===== config.mk =====
export PLATFORM = sky130hd
export DESIGN_NAME = imem_loader
export DESIGN_NICKNAME = d
export VERILOG_FILES = /design/src/rtl/imem_loader_pkg.sv /design/src/rtl/imem_loader_word_packer.sv /design/src/rtl/imem_loader.sv
export SDC_FILE = /design/constraint.sdc
export NUM_CORES = 1
export LEC_CHECK = 0
export CAP_MARGIN = 10
export CORE_ASPECT_RATIO = 1.25
export CORE_MARGIN = 8
export CORE_UTILIZATION = 26
export CTS_BUF_LIST = sky130_fd_sc_hd__clkbuf_8 sky130_fd_sc_hd__clkbuf_16
export DETAILED_ROUTE_END_ITERATION = 16
export GPL_TIMING_DRIVEN = 0
export PLACE_DENSITY_LB_ADDON = 0.25
export SLEW_MARGIN = 20
export SYNTH_ARGS = -nofsm -noshare
export SYNTH_HDL_FRONTEND = slang
export SYNTH_SLANG_ARGS = --single-unit

===== constraint.sdc =====
create_clock -name Clk -period 2.2 [get_ports Clk]
set_input_delay 0.22 -clock Clk [delete_from_list [all_inputs] [get_ports Clk]]
set_output_delay 0.22 -clock Clk [all_outputs]
set_load 0.01 [all_outputs]

===== src/rtl/imem_loader_pkg.sv =====
// Shared definitions for the instruction-memory boot loader: FSM state
// encoding, byte-lane indices and checksum width.
package imem_loader_pkg;

  typedef enum logic [2:0] {
    ST_IDLE    = 3'd0,
    ST_LEN_HI  = 3'd1,
    ST_LEN_LO  = 3'd2,
    ST_PAYLOAD = 3'd3,
    ST_WRITE   = 3'd4,
    ST_CHECK   = 3'd5,
    ST_DONE    = 3'd6,
    ST_ERR     = 3'd7
  } state_t;

  // Byte lanes within a packed word; lane 0 is the first (most significant) byte.
  localparam logic [1:0] LANE_FIRST = 2'd0;
  localparam logic [1:0] LANE_LAST  = 2'd3;

  localparam int CSUM_WIDTH = 8;

  // States in which the loader takes a byte from the stream.
  function automatic logic accepts_bytes(state_t s);
    return (s == ST_LEN_HI) || (s == ST_LEN_LO) || (s == ST_PAYLOAD) || (s == ST_CHECK);
  endfunction

endpackage


===== src/rtl/imem_loader_word_packer.sv =====
// Packs stream bytes big-endian into a 32-bit word and tracks which lane the
// next byte lands in. word_full flags a completed word until the next byte.
module imem_loader_word_packer
  import imem_loader_pkg::*;
(
  input  logic        clk,
  input  logic        rst_n,
  input  logic        clr,
  input  logic        byte_valid,
  input  logic [7:0]  byte_in,
  output logic [31:0] word_next,
  output logic        last_lane,
  output logic        word_full
);

  logic [31:0] word_q, word_d;
  logic [1:0]  lane_q, lane_d;
  logic        full_q, full_d;

  // Next-state logic: shift the byte in from the right so the first byte ends up in [31:24].
  always_comb begin
    // NOTE: every signal assigned here gets a default first so no latch is inferred.
    word_d = word_q;
    lane_d = lane_q;
    full_d = full_q;
    if (clr) begin
      word_d = '0;
      lane_d = LANE_FIRST;
      full_d = 1'b0;
    end else if (byte_valid) begin
      word_d = {word_q[23:0], byte_in};
      lane_d = lane_q + 2'd1;
      full_d = (lane_q == LANE_LAST);
    end
  end

  // Pack register, lane counter and full flag.
  always_ff @(posedge clk or negedge rst_n) begin
    // NOTE: sequential state uses non-blocking assignments so all flops update together.
    if (!rst_n) begin
      word_q <= '0;
      lane_q <= LANE_FIRST;
      full_q <= 1'b0;
    end else begin
      word_q <= word_d;
      lane_q <= lane_d;
      full_q <= full_d;
    end
  end

  assign word_next = {word_q[23:0], byte_in};
  assign last_lane = (lane_q == LANE_LAST);
  assign word_full = full_q;

endmodule


===== src/rtl/imem_loader.sv =====
// Boot-time instruction-memory loader: takes a length-prefixed byte stream,
// writes packed words, verifies a trailing XOR checksum and releases the CPU
// from reset only after a clean load.
module imem_loader
  import imem_loader_pkg::*;
#(
  parameter int          ADDR_WIDTH = 8,
  parameter logic [31:0] BASE_ADDR  = 32'h0000_0000
) (
  input  logic        Clk,
  input  logic        Reset,
  input  logic        Start,
  input  logic        InValid,
  input  logic [7:0]  InData,
  output logic        InReady,
  output logic        MemWrite,
  output logic [31:0] MemAddr,
  output logic [31:0] MemWriteData,
  output logic        CpuHold,
  output logic        Done,
  output logic        Error,
  output logic [15:0] WordsWritten
);

  // Largest word count the memory can hold; one bit wider than the length field.
  localparam logic [16:0] CAPACITY = 17'(1) << ADDR_WIDTH;

  state_t                  state_q, state_d;
  logic [15:0]             len_q, len_d;
  logic [15:0]             words_q, words_d;
  logic [CSUM_WIDTH-1:0]   csum_q, csum_d;
  logic                    in_ready_q, in_ready_d;
  logic                    mem_write_q, mem_write_d;
  logic [31:0]             mem_addr_q, mem_addr_d;
  logic [31:0]             mem_wdata_q, mem_wdata_d;
  logic                    cpu_hold_q, cpu_hold_d;
  logic                    done_q, done_d;
  logic                    error_q, error_d;

  logic                    accept;
  logic                    pk_clr;
  logic                    pk_valid;
  logic [31:0]             pk_word_next;
  logic                    pk_last_lane;
  logic                    pk_word_full;
  logic [15:0]             len_rx;

  imem_loader_word_packer u_packer (
    .clk        (Clk),
    .rst_n      (Reset),
    .clr        (pk_clr),
    .byte_valid (pk_valid),
    .byte_in    (InData),
    .word_next  (pk_word_next),
    .last_lane  (pk_last_lane),
    .word_full  (pk_word_full)
  );

  // A byte moves only when the registered ready meets a valid byte.
  assign accept = InValid && in_ready_q;
  assign len_rx = {len_q[15:8], InData};

  // Next-state and next-output logic for the load sequence.
  always_comb begin
    state_d     = state_q;
    len_d       = len_q;
    words_d     = words_q;
    csum_d      = csum_q;
    mem_write_d = 1'b0;
    mem_addr_d  = mem_addr_q;
    mem_wdata_d = mem_wdata_q;
    cpu_hold_d  = cpu_hold_q;
    done_d      = done_q;
    error_d     = error_q;
    pk_clr      = 1'b0;
    pk_valid    = 1'b0;

    case (state_q)
      ST_IDLE, ST_DONE, ST_ERR: begin
        if (Start) begin
          state_d    = ST_LEN_HI;
          len_d      = '0;
          words_d    = '0;
          csum_d     = '0;
          cpu_hold_d = 1'b1;
          done_d     = 1'b0;
          error_d    = 1'b0;
          pk_clr     = 1'b1;
        end
      end
      ST_LEN_HI: begin
        if (accept) begin
          len_d[15:8] = InData;
          state_d     = ST_LEN_LO;
        end
      end
      ST_LEN_LO: begin
        if (accept) begin
          len_d = len_rx;
          if ({1'b0, len_rx} > CAPACITY) begin
            state_d = ST_ERR;
            error_d = 1'b1;
          end else if (len_rx == 16'd0) begin
            state_d = ST_CHECK;
          end else begin
            state_d = ST_PAYLOAD;
          end
        end
      end
      ST_PAYLOAD: begin
        if (accept) begin
          pk_valid = 1'b1;
          csum_d   = csum_q ^ InData;
          if (pk_last_lane) begin
            // Launch the write with the completed word so it appears during WRITE.
            state_d     = ST_WRITE;
            mem_write_d = 1'b1;
            mem_addr_d  = BASE_ADDR + {14'd0, words_q, 2'b00};
            mem_wdata_d = pk_word_next;
          end
        end
      end
      ST_WRITE: begin
        // The packer always reports a full word here; the count follows it.
        if (pk_word_full) begin
          words_d = words_q + 16'd1;
        end
        state_d = (words_d == len_q) ? ST_CHECK : ST_PAYLOAD;
      end
      ST_CHECK: begin
        if (accept) begin
          if (InData == csum_q) begin
            state_d    = ST_DONE;
            done_d     = 1'b1;
            cpu_hold_d = 1'b0;
          end else begin
            state_d = ST_ERR;
            error_d = 1'b1;
          end
        end
      end
      default: begin
        state_d = ST_IDLE;
      end
    endcase

    in_ready_d = accepts_bytes(state_d);
  end

  // Single state register for the FSM and all of its registered outputs.
  always_ff @(posedge Clk or negedge Reset) begin
    if (!Reset) begin
      state_q     <= ST_IDLE;
      len_q       <= '0;
      words_q     <= '0;
      csum_q      <= '0;
      in_ready_q  <= 1'b0;
      mem_write_q <= 1'b0;
      mem_addr_q  <= '0;
      mem_wdata_q <= '0;
      cpu_hold_q  <= 1'b1;
      done_q      <= 1'b0;
      error_q     <= 1'b0;
    end else begin
      state_q     <= state_d;
      len_q       <= len_d;
      words_q     <= words_d;
      csum_q      <= csum_d;
      in_ready_q  <= in_ready_d;
      mem_write_q <= mem_write_d;
      mem_addr_q  <= mem_addr_d;
      mem_wdata_q <= mem_wdata_d;
      cpu_hold_q  <= cpu_hold_d;
      done_q      <= done_d;
      error_q     <= error_d;
    end
  end

  assign InReady      = in_ready_q;
  assign MemWrite     = mem_write_q;
  assign MemAddr      = mem_addr_q;
  assign MemWriteData = mem_wdata_q;
  assign CpuHold      = cpu_hold_q;
  assign Done         = done_q;
  assign Error        = error_q;
  assign WordsWritten = words_q;

endmodule


==> flow_summary.yaml <==
setup_path:
  cp_data_required_time_ps: 2510
  slowest_stage: "dfrtp_2"
  rr_worst_depth: 7
  start_kind: "flop"
  arrival_ps: 2670
  critPathBufInv: 1
  end_kind: "flop"
  critPathLaunch: "WordsWritten[0]$_DFFE_PN0P_"
  path_delay_family: "simple AND/OR/NAND/NOR gates"
  path_max_fanout: 3
  path_depth: 7
  crit_chain: "buf_6, xor2_1, or3_1, a222oi_1, nand4_1, or4_1, o22a_1"
  timing.rr.start: "WordsWritten[0]$_DFFE_PN0P_"
  crit_type: "flop to flop"
  cp_slowest_stage_delay_ps: 440
synthesis:
  synth-async-reset-ratio_pct: 100
  synth_seq_cells: 123
  synth-simple-area-share_pct: 26.5
  synth_area_um2: 6010
  synth_cells: 705
  ys_seq_area_share_pct: 51.2
  synthAdderAreaFrac_pct: 0.416
  synthMuxAreaShare_pct: 0.541
  synth_top_cell_area_share_pct: 50.8
  netlist_top_cells_area: "dfrtp_1 51%, nand2_1 15%, o21ai_0 4.1%"
  synth_top_family_by_area: "simple AND/OR/NAND/NOR gates"
  syn-mean-instance-area_um2: 8.53
  synth_compound_area_share_pct: 13.6
  synth-main-ff-cell: "dfrtp_1"
  synth_cell_type_count: 61
  yosysWarnings: 0
  synth_top_cell_by_area: "dfrtp_1"
  synth-edff-count: 0
  synth_xor_area_share_pct: 2.19
routing:
  drc: 0
  num_vias: 5302
  ant_nets: 0
  viasPerCell: 4.68
  finalWirelength_mm: 18.3
  initialDrtViolationCount: 420
  wl_met2_mm: 9.06
  dr.pass1.iters: 5
  avgRoutedWirePerCell_um: 16.1
  top_layer: "met4"
  wl_met3_um: 895
  wl_met1_mm: 7.99
timing:
  worst_slack_ps: -160
  period_minus_slack_ps: 2360
  finClkSkew_ps: 7.52
  slew_headroom_pct: 48.2
  rsz0062_at_grt: "true"
  fin_crit_sh_pct: 107
  finalSetupViolations: 2
  worstMarginPinSlew_ps: 770
  fmax_mhz: 424
  final_max_slew_viol_count: 0
  finalHoldViolations: 0
run:
  max_cap_violations: 0
clock_tree:
  clockBufferDepth: 2
  cts.sinks: 123
  cts_buffers: 17
  h-tree-depth: 4
  cts_root_buffer: "clkbuf_16"
  clk_latency_ps: 420
  clkTransAtPathRegs_ps: 60
  cts_tree: "built"
die:
  start_util_pct: 26.3
  ioPinCount: 97
  core_area_um2: 22900
  die_area_um2: 28300
  num_rows: 62
  die_height_um: 186
  die_w_um: 152
grt:
  grt_pass1_wl_mm: 29.2
  grt_pass1_vias: 5216
  grt_max_degree: 90
  grt_usage_pct: 13.2
  antenna_found_initial: 0
  grt-ovfl-total: 0
outcome:
  status: "finished, violations left"
  violations: "negative setup slack"
place:
  gp_congestion: 0.841
  io_buffers: 80
  hpwl_mm: 12.7
layout:
  drive_gt1_share_pct: 13.0
  diodes: 0
  final_nets: 845
  final_common_cell: "nand2_1"
  final_cell_mix: "238 x nand2_1, 117 x dfrtp_1, 77 x clkdlybuf4s50_1"
  final_core_util_pct: 35.4
  syn2layout_area_growth_pct: 34.6
pwr:
  powerDensity_nw_per_um2: 1370
  vdd_drop_max_v: 0.000573
  p_leak_nw: 3.66
  totalPowerFinal_mw: 11.1
worst_hold_path:
  hp-class: "input port to async pin"
[layer usage]
metal  up-vias  GRT usage [%]
met5         -              0
met4         0           5.17
met3        22           3.67
met2       135           22.7
met1      2536           15.5
li1       2609              -
[synth_stat cells, types with 3 or more instances]
master	number
nor3_1	5
nand2b_1	4
nor4_1	9
or4_1	3
nand3b_1	3
o31ai_1	9
nand4_1	11
xor2_1	5
and2_1	7
clkbuf_1	33
or2_2	3
a21boi_0	3
o21ai_0	49
nand3_1	17
inv_1	12
nor2_1	20
or3_1	3
buf_2	7
dfrtp_1	122
nor2b_1	17
a31oi_1	5
a21oi_1	42
nand2_1	239
xnor2_1	10
buf_4	17
[cell families (layout without fill, tap and decap cells)]
| kind of cell | Yosys count | in the layout |
|---|---|---|
| AO/OA/AOI/OAI | 137 | 137 |
| XOR/XNOR | 15 | 15 |
| adder cells (fa/ha/maj) | 2 | 2 |
| buffers and inverters | 69 | 193 |
| flip-flops | 123 | 123 |
| multiplexers | 3 | 3 |
| other | 1 | 16 |
| AND/OR/NAND/NOR | 355 | 355 |
[where the power goes]
part	switching, mW	internal [mW]	total (mW)	leakage (nW)
logic	2.22	2.07	4.29	1.74
registers	0.758	3.20	3.95	1.64
clock network	1.14	1.69	2.83	0.283
total	4.12	6.95	11.1	3.66
[layout make-up]
class	instances	area [um^2]
Multi-Input combinational cell	528	2760
Inverter	12	45.0
Timing Repair Buffer	97	965
Sequential cell	123	3090
Buffer	52	285
Clock inverter	15	161
Clock buffer	17	425
Fill cell	2349	14800
Tap cell	288	360
[flip-flops by register name (all words and copies together), names as in the netlist, 2 cells and up]
name,count
MemAddr,16
MemWriteData,32
WordsWritten,16
csum_q,8
len_q,16
state_q,3
u_packer.lane_q,2
u_packer.word_q,24
[stage by stage]
| step | std cells | setup TNS, ps | setup WS [ps] | hold slack (ps) | cell area, um^2 |
|---|---|---|---|---|---|
| 3_3_place_gp | 1088 | -578200 | -4860 | 450 | 7240 |
| 3_5_place_dp | 1089 | -41820 | -801 | 116 | 7280 |
| 4_1_cts | 1131 | -295 | -140 | 255 | 8010 |
| 5_1_grt | 1132 | -348 | -212 | 280 | 8090 |
| 6_report | 1132 | -245 | -160 | 254 | 8090 |
| 2_1_floorplan | 720 | -174 | -144 | -75.6 | 6080 |
[worst paths after layout]
check,end,slack [ps]
min reg2reg,MemWriteData[30]$_DFFE_PN0P_,470
max reg2reg,state_q[1]$_DFF_PN0_,-160
min,MemAddr[4]$_DFFE_PN0P_,250
min in group Clk,MemWriteData[1]$_DFFE_PN0P_,270
max in group asynchronous,CpuHold$_DFFE_PN1P_,1200
max,state_q[1]$_DFF_PN0_,-160
[what timing repair did]
| item | 4_1_cts | 5_1_grt |
|---|---|---|
| gates cloned | 0 | 0 |
| resized for setup | 18 | 26 |
| hold buffers | 1 | 0 |
| setup endpoints to repair | 93 | 83 |
| pin swaps | 7 | 6 |
| buffers inserted | 12 | 3 |
| endpoints found under the hold margin | 34 | 0 |
Power figures use the tool's default switching activity.
